File: config.mk
export PLATFORM = sky130hd
export DESIGN_NAME = sipo_deser
export DESIGN_NICKNAME = d
export VERILOG_FILES = /design/src/rtl/sipo_deser.sv
export SDC_FILE = /design/constraint.sdc
export NUM_CORES = 1
export LEC_CHECK = 0
export CORE_AREA = 2 2 87 89
export CTS_CLUSTER_DIAMETER = 120
export DETAILED_ROUTE_END_ITERATION = 7
export DIE_AREA = 0 0 89 91
export DONT_BUFFER_PORTS = 1
export GPL_ROUTABILITY_DRIVEN = 0
export PLACE_DENSITY = 0.69
export SLEW_MARGIN = 30
export SYNTH_ARGS = -nofsm -noshare
export SYNTH_HDL_FRONTEND = slang
export SYNTH_SLANG_ARGS = --single-unit
File: constraint.sdc
create_clock -name clk -period 5.05 [get_ports clk]
set_clock_uncertainty 0.2 [all_clocks]
set_input_delay 0.7575 -clock clk [delete_from_list [all_inputs] [get_ports clk]]
set_output_delay 0.7575 -clock clk [all_outputs]
set_load 0.005 [all_outputs]
File: src/rtl/sipo_deser.sv
// Lane-serial to frame-parallel deserializer with a one-frame valid/ready holding
// register, resync, sticky overflow flag and a delivered-frame counter.
module sipo_deser #(
    parameter int DATA_WID   = 8,
    parameter int MEMORY_WID = 4,
    parameter int LANE_WID   = 1,
    parameter int LSB_FIRST  = 1,
    parameter int CNT_WID    = 16
) (
    input  logic                           clk,
    input  logic                           rst_n,
    input  logic                           in_valid,
    input  logic [LANE_WID-1:0]            in_data,
    input  logic                           sync,
    output logic                           out_valid,
    input  logic                           out_ready,
    output logic [DATA_WID*MEMORY_WID-1:0] out_data,
    output logic                           ovf,
    input  logic                           ovf_clr,
    output logic [CNT_WID-1:0]             frame_cnt
);

    localparam int FRAME_W = DATA_WID * MEMORY_WID;
    localparam int SLOTS   = DATA_WID / LANE_WID;
    localparam int BEATS   = FRAME_W / LANE_WID;
    localparam int IDX_W   = (BEATS > 1) ? $clog2(BEATS) : 1;
    localparam logic [IDX_W-1:0] LAST_IDX = IDX_W'(BEATS - 1);

    // Bit offset inside the frame where beat b lands.
    function automatic int slot_base(input int b);
        int w;
        int s;
        w = b / SLOTS;
        s = b % SLOTS;
        if (LSB_FIRST != 0)
            return w * DATA_WID + s * LANE_WID;
        return w * DATA_WID + DATA_WID - (s + 1) * LANE_WID;
    endfunction

    logic [IDX_W-1:0]   r_beat_idx;
    logic [FRAME_W-1:0] r_asm_p0;
    logic [FRAME_W-1:0] r_out_data_p1;
    logic               r_vld_p1;
    logic               r_ovf;
    logic [CNT_WID-1:0] r_frame_cnt;

    logic [IDX_W-1:0]   w_idx;
    logic [IDX_W-1:0]   w_idx_nxt;
    logic [FRAME_W-1:0] w_asm;
    logic               w_last;
    logic               w_free;
    logic               w_load;
    logic               w_drop;

    // Stage p0: beat placement into the assembly register
    always_comb begin
        w_idx = sync ? '0 : r_beat_idx;
        w_asm = r_asm_p0;
        for (int b = 0; b < BEATS; b++) begin
            if (in_valid && (w_idx == IDX_W'(b)))
                w_asm[slot_base(b) +: LANE_WID] = in_data;
        end
        w_last = in_valid && (w_idx == LAST_IDX);
        if (!in_valid)
            w_idx_nxt = w_idx;
        else if (w_last)
            w_idx_nxt = '0;
        else
            w_idx_nxt = w_idx + IDX_W'(1);
        w_free = !r_vld_p1 || out_ready;
        w_load = w_last && w_free;
        w_drop = w_last && !w_free;
    end

    // Stage p1: holding register and handshake
    always_ff @(posedge clk or negedge rst_n) begin
        if (!rst_n) begin
            r_beat_idx    <= '0;
            r_asm_p0      <= '0;
            r_out_data_p1 <= '0;
            r_vld_p1      <= 1'b0;
            r_ovf         <= 1'b0;
            r_frame_cnt   <= '0;
        end else begin
            r_beat_idx <= w_idx_nxt;
            r_asm_p0   <= w_asm;
            if (w_load) begin
                r_out_data_p1 <= w_asm;
                r_vld_p1      <= 1'b1;
                r_frame_cnt   <= r_frame_cnt + CNT_WID'(1);
            end else if (r_vld_p1 && out_ready) begin
                r_vld_p1 <= 1'b0;
            end
            // A drop in the same cycle as a clear leaves the flag set.
            if (w_drop)
                r_ovf <= 1'b1;
            else if (ovf_clr)
                r_ovf <= 1'b0;
        end
    end

    assign out_valid = r_vld_p1;
    assign out_data  = r_out_data_p1;
    assign ovf       = r_ovf;
    assign frame_cnt = r_frame_cnt;

endmodule
## Yosys cells after proc, flatten, opt, wreduce, memory -nomap -nowiden

Index checks and enable logic that the tools add are counted.

| storage, ports and cells | value |
|---|---|
| register bits after elaboration | 87 |
| latch bits | 0 |
| memory bits (writable) | 0 |
| ROM bits | 0 |
| bits of input ports | 7 |
| output and inout bits | 50 |
| word-level logic and storage cells | 343 |
| memories kept | 0 |

| operators by class | value |
|---|---|
| $add $sub $neg | 34 |
| $mul | 0 |
| div/mod/pow operators | 0 |
| order comparisons | 0 |
| eq/ne operators | 31 |
| shift operators | 64 |
| mux-type cells | 167 |
| bitwise operators | 0 |
| reductions and logical operators | 41 |

Operator list:

| operator | count |
|---|---|
| two-way mux 32 bit | 64 |
| negation 32 -> 33 bit | 32 |
| variable shift 1 x 33 -> 32 bit (first input constant) | 32 |
| indexed part select 1 x 33 -> 32 bit | 32 |
| bitwise mux 32 bit | 32 |
| two-way mux 3 bit | 32 |
| equality test 5 bit (second input constant) | 16 |
| equality test 5 x 4 -> 1 bit (second input constant) | 8 |
| two-way mux 1 bit | 36 |
| logical AND 1 bit | 35 |
| equality test 5 x 3 -> 1 bit (second input constant) | 4 |
| adder 16 x 1 -> 16 bit (second input constant) | 1 |
| two-way mux 5 bit | 3 |
| equality test 5 x 2 -> 1 bit (second input constant) | 2 |
| adder 5 x 1 -> 5 bit (second input constant) | 1 |
| equality test 5 x 1 -> 1 bit (second input constant) | 1 |
| logical NOT 5 bit | 1 |
| nonzero test 2 bit | 2 |
| logical NOT 1 bit | 2 |
| logical OR 1 bit | 1 |

## Depth between registers and ports, before layout

| logic depth | value |
|---|---|
| word-level depth | 72 |
| gate-level depth with buffers | 9 |
| mapped depth without buffers | 7 |

## Least setup slack after synthesis

No wires, ideal clock.

| timing path | value |
|---|---|
| path kind | input-to-reg |
| start | input port sync |
| end | register r_out_data_p1[10], in the netlist out_data[10] |
| library setup time | 0.125 ns |
| data arrival time | 2.424 ns |
| required time | 4.725 ns |
| path slack | 2.302 ns |
| stages on the path | 8 |
| path buffers | 2 |
| path through | buf_6 > and4b_1 > and2_1 > ha_1 > nand2_2 > nor2_4 > buf_2 > mux2_2 |

| on the way | value |
|---|---|
| cells in the longest elaborated chain, start to end | 66 |
| elaborated cells on any way between the ends | 129 |
| those cells by class | eq/ne: 31; mux: 64; reduce/logical: 34 |

Ends and longest elaborated chain:

| item | RTL line | RTL |
|---|---|---|
| start: declaration | 14 | `input logic sync,` |
| two-way mux 5 bit * | 57 | `w_idx = sync ? '0 : r_beat_idx;` |
| logical NOT 5 bit | 60 | `if (in_valid && (w_idx == IDX_W'(b)))` |
| logical AND 1 bit | 60 |  |
| two-way mux 32 bit | 60 |  |
| bitwise mux 32 bit | 61 | `w_asm[slot_base(b) +: LANE_WID] = in_data;` |
| two-way mux 32 bit | 60 |  |
| bitwise mux 32 bit | 61 |  |
| two-way mux 32 bit | 60 |  |
| (+50 left out) | -- |  |
| bitwise mux 32 bit | 61 |  |
| two-way mux 32 bit | 60 |  |
| bitwise mux 32 bit | 61 |  |
| two-way mux 32 bit | 60 |  |
| bitwise mux 32 bit | 61 |  |
| two-way mux 32 bit | 60 |  |
| bitwise mux 32 bit | 61 |  |
| two-way mux 32 bit | 60 |  |
| end signal: assignment | 88 | `r_out_data_p1 <= w_asm;` |
| end: declaration | 42 | `logic [FRAME_W-1:0] r_out_data_p1;` |

Every way passes the cells marked *; elsewhere a longest branch is shown, timed or not.
A chain may end at the register's enable or synchronous reset.

## Worst setup path after layout

| timing path | value |
|---|---|
| start | register r_beat_idx[1] |
| end | register r_out_data_p1[24], in the netlist out_data[24] |

| on the way | value |
|---|---|
| cells in the longest elaborated chain, start to end | 66 |
| elaborated cells on any way between the ends | 129 |
| those cells by class | eq/ne: 31; mux: 64; reduce/logical: 34 |

Ends and longest elaborated chain:

| item | RTL line | RTL |
|---|---|---|
| start: declaration | 40 | `logic [IDX_W-1:0] r_beat_idx;` |
| start signal: assignment | 85 | `r_beat_idx <= w_idx_nxt;` |
| two-way mux 5 bit * | 57 |  |
| logical NOT 5 bit | 60 |  |
| logical AND 1 bit | 60 |  |
| two-way mux 32 bit | 60 |  |
| bitwise mux 32 bit | 61 |  |
| two-way mux 32 bit | 60 |  |
| bitwise mux 32 bit | 61 |  |
| two-way mux 32 bit | 60 |  |
| (+50 left out) | -- |  |
| bitwise mux 32 bit | 61 |  |
| two-way mux 32 bit | 60 |  |
| bitwise mux 32 bit | 61 |  |
| two-way mux 32 bit | 60 |  |
| bitwise mux 32 bit | 61 |  |
| two-way mux 32 bit | 60 |  |
| bitwise mux 32 bit | 61 |  |
| two-way mux 32 bit | 60 |  |

Marks and branches as above.

==> PnR_summary.wiki <==
{| class="wikitable"
! Metric !! Value
|-
| Status || finished, final reports clean
|-
| Root buffer selected by CTS || clkbuf_8
|-
| Combined area of the multi-input logic cells || 1575 sq um
|-
| Ys Warns || 0
|-
| Overall Global Routing Usage || 0.1773
|-
| Arrival time reported for the critical path endpoint || 2930 ps
|-
| Sum of net half-perimeters after detailed placement || between 4 and 5 mm
|-
| Post-route antenna net violation count || 0
|-
| Max Fanout on Critical Path || 20
|-
| Diodes inserted || 0
|-
| Die Outline Area || 8099 sq um
|-
| Ordered list of cells on the worst path || and4b_1, and2_1, ha_1, nand2_2, nor2_4, buf_16, mux2_2
|-
| Total Routed Length || 6.699 mm
|-
| Initial antenna violation count || 0
|-
| Final number of setup-violating endpoints || 0
|-
| Highest-delay cell along the critical path || dfrtp_1
|-
| Filler cell count in the final layout || about 600
|-
| CTS tree || done
|-
| Via count of the first global-routing pass || 2189
|-
| Storage cell area || 2152 sq um
|-
| Number of placement rows || 31
|-
| Via count || 2183
|-
| Number of CTS-inserted buffers || 9
|-
| Mapped cell area || 3821 sq um
|-
| Worst EP required || 5080 ps
|-
| Total core area || 7137 sq um
|-
| CP Class || reg2reg
|-
| Vertical extent of the die || approximately 90 um
|-
| Kind of end point of the critical path || register
|-
| Number of nets in the synthesized netlist || 301
|-
| Critical path's largest stage delay || about 660 ps
|-
| Die width || 89 um
|-
| Synthesis-to-finish area growth || 8.972%
|-
| Post-synthesis sequential area ratio || 0.5632
|-
| CTS H-tree lvls || 3
|-
| Min Tclk post-route || 2897 ps
|-
| Highest clock rate || approximately 350 MHz
|-
| Initial standard-cell utilization of the core || 0.5354
|-
| Synth cell types || 46
|-
| Worst IR Drop VDD || 0.0002086 V
|-
| Max-slew violation count || 0
|-
| Transition time at the pin with the least slew margin || 507.0 ps
|-
| Drt drc || 0
|-
| Bufs on Longest Clock Path || 2
|-
| Mean Syn Cell Area || approximately 13 sq um
|-
| Routed WL per cell || between 15 and 20 um
|-
| Port bufs || 0
|-
| CP Launch Type || register
|-
| Clock insertion delay at the later pin of the skew report || 350 ps
|-
| Hold WS || 105.3 ps
|-
| Accumulated negative setup slack || 0 ps
|-
| Total congestion overflow || 0
|-
| Via density || 5.527
|-
| Worst slew margin || 0.6612
|-
| Setup repair after global routing missed its margin || no
|-
| Standby leakage power || 2.014 nW
|-
| Number of buffers inserted by post-CTS setup repair || 0
|-
| Proportion of layout cells with a drive suffix above 1 || 0.2872
|-
| Synthesized instance count || 291
|-
| Power density of the placed cells || 330.0 nW/um^2
|-
| Quantity of gates resized following cts || 0
|-
| First-pass GRT wire length || around 11 mm
|-
| Post-synthesis sequential element count || 86
|-
| Final hold viol count || 0
|-
| Number of iterations in the first detailed-routing pass || 4
|-
| Max-cap violations || 0
|-
| Count of pins on the block boundary || 57
|-
| Buf+Inv Stages, Crit Path || 1
|-
| Iter 0 DRT Violations || around 170
|-
| Worst path top cell family by delay || simple AND/OR/NAND/NOR gates
|-
| Maximum number of pins on one net before global-route repair || 87
|-
| Clk slew on worst S/H paths || 90 ps
|-
| Fraction of the cycle the final worst path needs || 0.5736
|-
| Number of clock sinks || 86
|-
| Total number of nets in the final design || 301
|-
| Classification of the worst-slack hold path || in2async
|}
## final timing paths
| check | cells past startpoint | end | slack, ps | from |
|---|---|---|---|---|
| worst min-delay path | 1 | out_data[15] | 110 | rst_n |
| max in group asynchronous | 1 | r_asm_p0[13] | 4220 | rst_n |
| worst max register to register | 7 | out_data[24] | 2150 | r_beat_idx[1] |
| worst max-delay path | 7 | out_data[24] | 2150 | r_beat_idx[1] |
| min in group clk | 1 | r_beat_idx[3] | 270 | sync |
| worst min register to register | 1 | r_asm_p0[6] | 300 | r_asm_p0[6] |
## cell type report
type,instances,area share
Sequential cell,86,0.5168
Timing Repair Buffer,2,0.01322
Multi-Input combinational cell,189,0.3783
Clock inverter,6,0.02614
Clock buffer,10,0.03305
Tap cell,99,0.02975
Inverter,3,0.002704
## synthesized netlist by cell type (all sizes together)
cell	number	area, sq um
a21oi	5	25.02
mux2i	1	10.01
nand2	32	122.6
or4b	1	10.01
a21o	1	7.510
nand3	8	40.04
nand4b	2	23.77
xor2	5	43.79
nor2b	2	12.51
nor3b	2	15.01
o21ai	1	5.000
and4bb	3	45.04
nor4b	2	38.78
and4	1	8.760
nand4bb	2	22.52
and2	1	6.260
clkbuf	3	11.26
and3	2	12.51
nand2b	4	25.02
nand3b	4	30.03
nand4	4	25.02
a2bb2oi	1	8.760
mux2	61	720.7
and4b	3	33.78
nor2	17	71.32
ha	3	37.54
inv	3	11.26
xnor2	11	96.34
nor4	3	40.04
dfrtp	86	2152
nor3	5	25.02
buf	10	71.32
o22ai	2	12.51
## through the flow
stage,util,instance area [sq um],total power [mW],cells,worst slack (ps)
finish,0.5835,4164,1.374,395,2153
global route,0.5835,4164,1.431,395,1968
CTS,0.5796,4136,1.393,394,1980
detailed placement,0.5412,3862,0.7959,377,1890
global placement,0.5412,3862,0.7935,377,1979
floorplan,-,3821,0.7918,291,2302
## metal layers
metal,share of wire,vias to the layer above,routed length [um],track usage
li1,-,1023,-,-
met3,0.063,8,420,0.05909
met2,0.45,57,2997,0.2506
met5,0,-,0,0
met1,0.48,1095,3201,0.2623
met4,0.012,0,80,0.04975
## power breakdown
part / switching, mW / internal, mW
clock: 0.236 / 0.341
sequential: 0.0176 / 0.709
combinational: 0.0348 / 0.0362
total: 0.288 / 1.09
## flip-flops by register name, indices dropped and copies added, names as in the netlist
register and flops:
out_data 32, r_beat_idx 5, frame_cnt 16, r_asm_p0 31
ovf 1, out_valid 1
## timing repair
action | CTS | global route
hold buffers | 1 | 0
setup endpoints to repair | 0 | 0
hold endpoints to repair | 86 | 0
## cell families after synthesis
group           Yosys count  share of synthesized area
fa+ha+maj                 3                   0.009824
flops                    86                     0.5632
mux                      62                     0.1912
simple gates             98                     0.1591
buf+inv                  16                    0.02456
xor+xnor                 16                    0.03667
compound gates           10                    0.01539
## cell usage in the layout (no fill, tap or decap), types with 4 or more instances in the layout
cell type  Yosys  layout
mux2_4         9       9
clkbuf_8       0      10
mux2_1         5       5
dfrtp_1       86      86
mux2_2        47      47
nor3_1         5       5
xnor2_1       11      11
nand2_1       31      31
a21oi_1        5       5
nand3b_1       4       4
xor2_1         5       5
nor2_1        16      16
nand3_1        8       8
nand4_1        4       4
nand2b_1       4       4
Note: power is estimated with default switching activity, not from simulation.
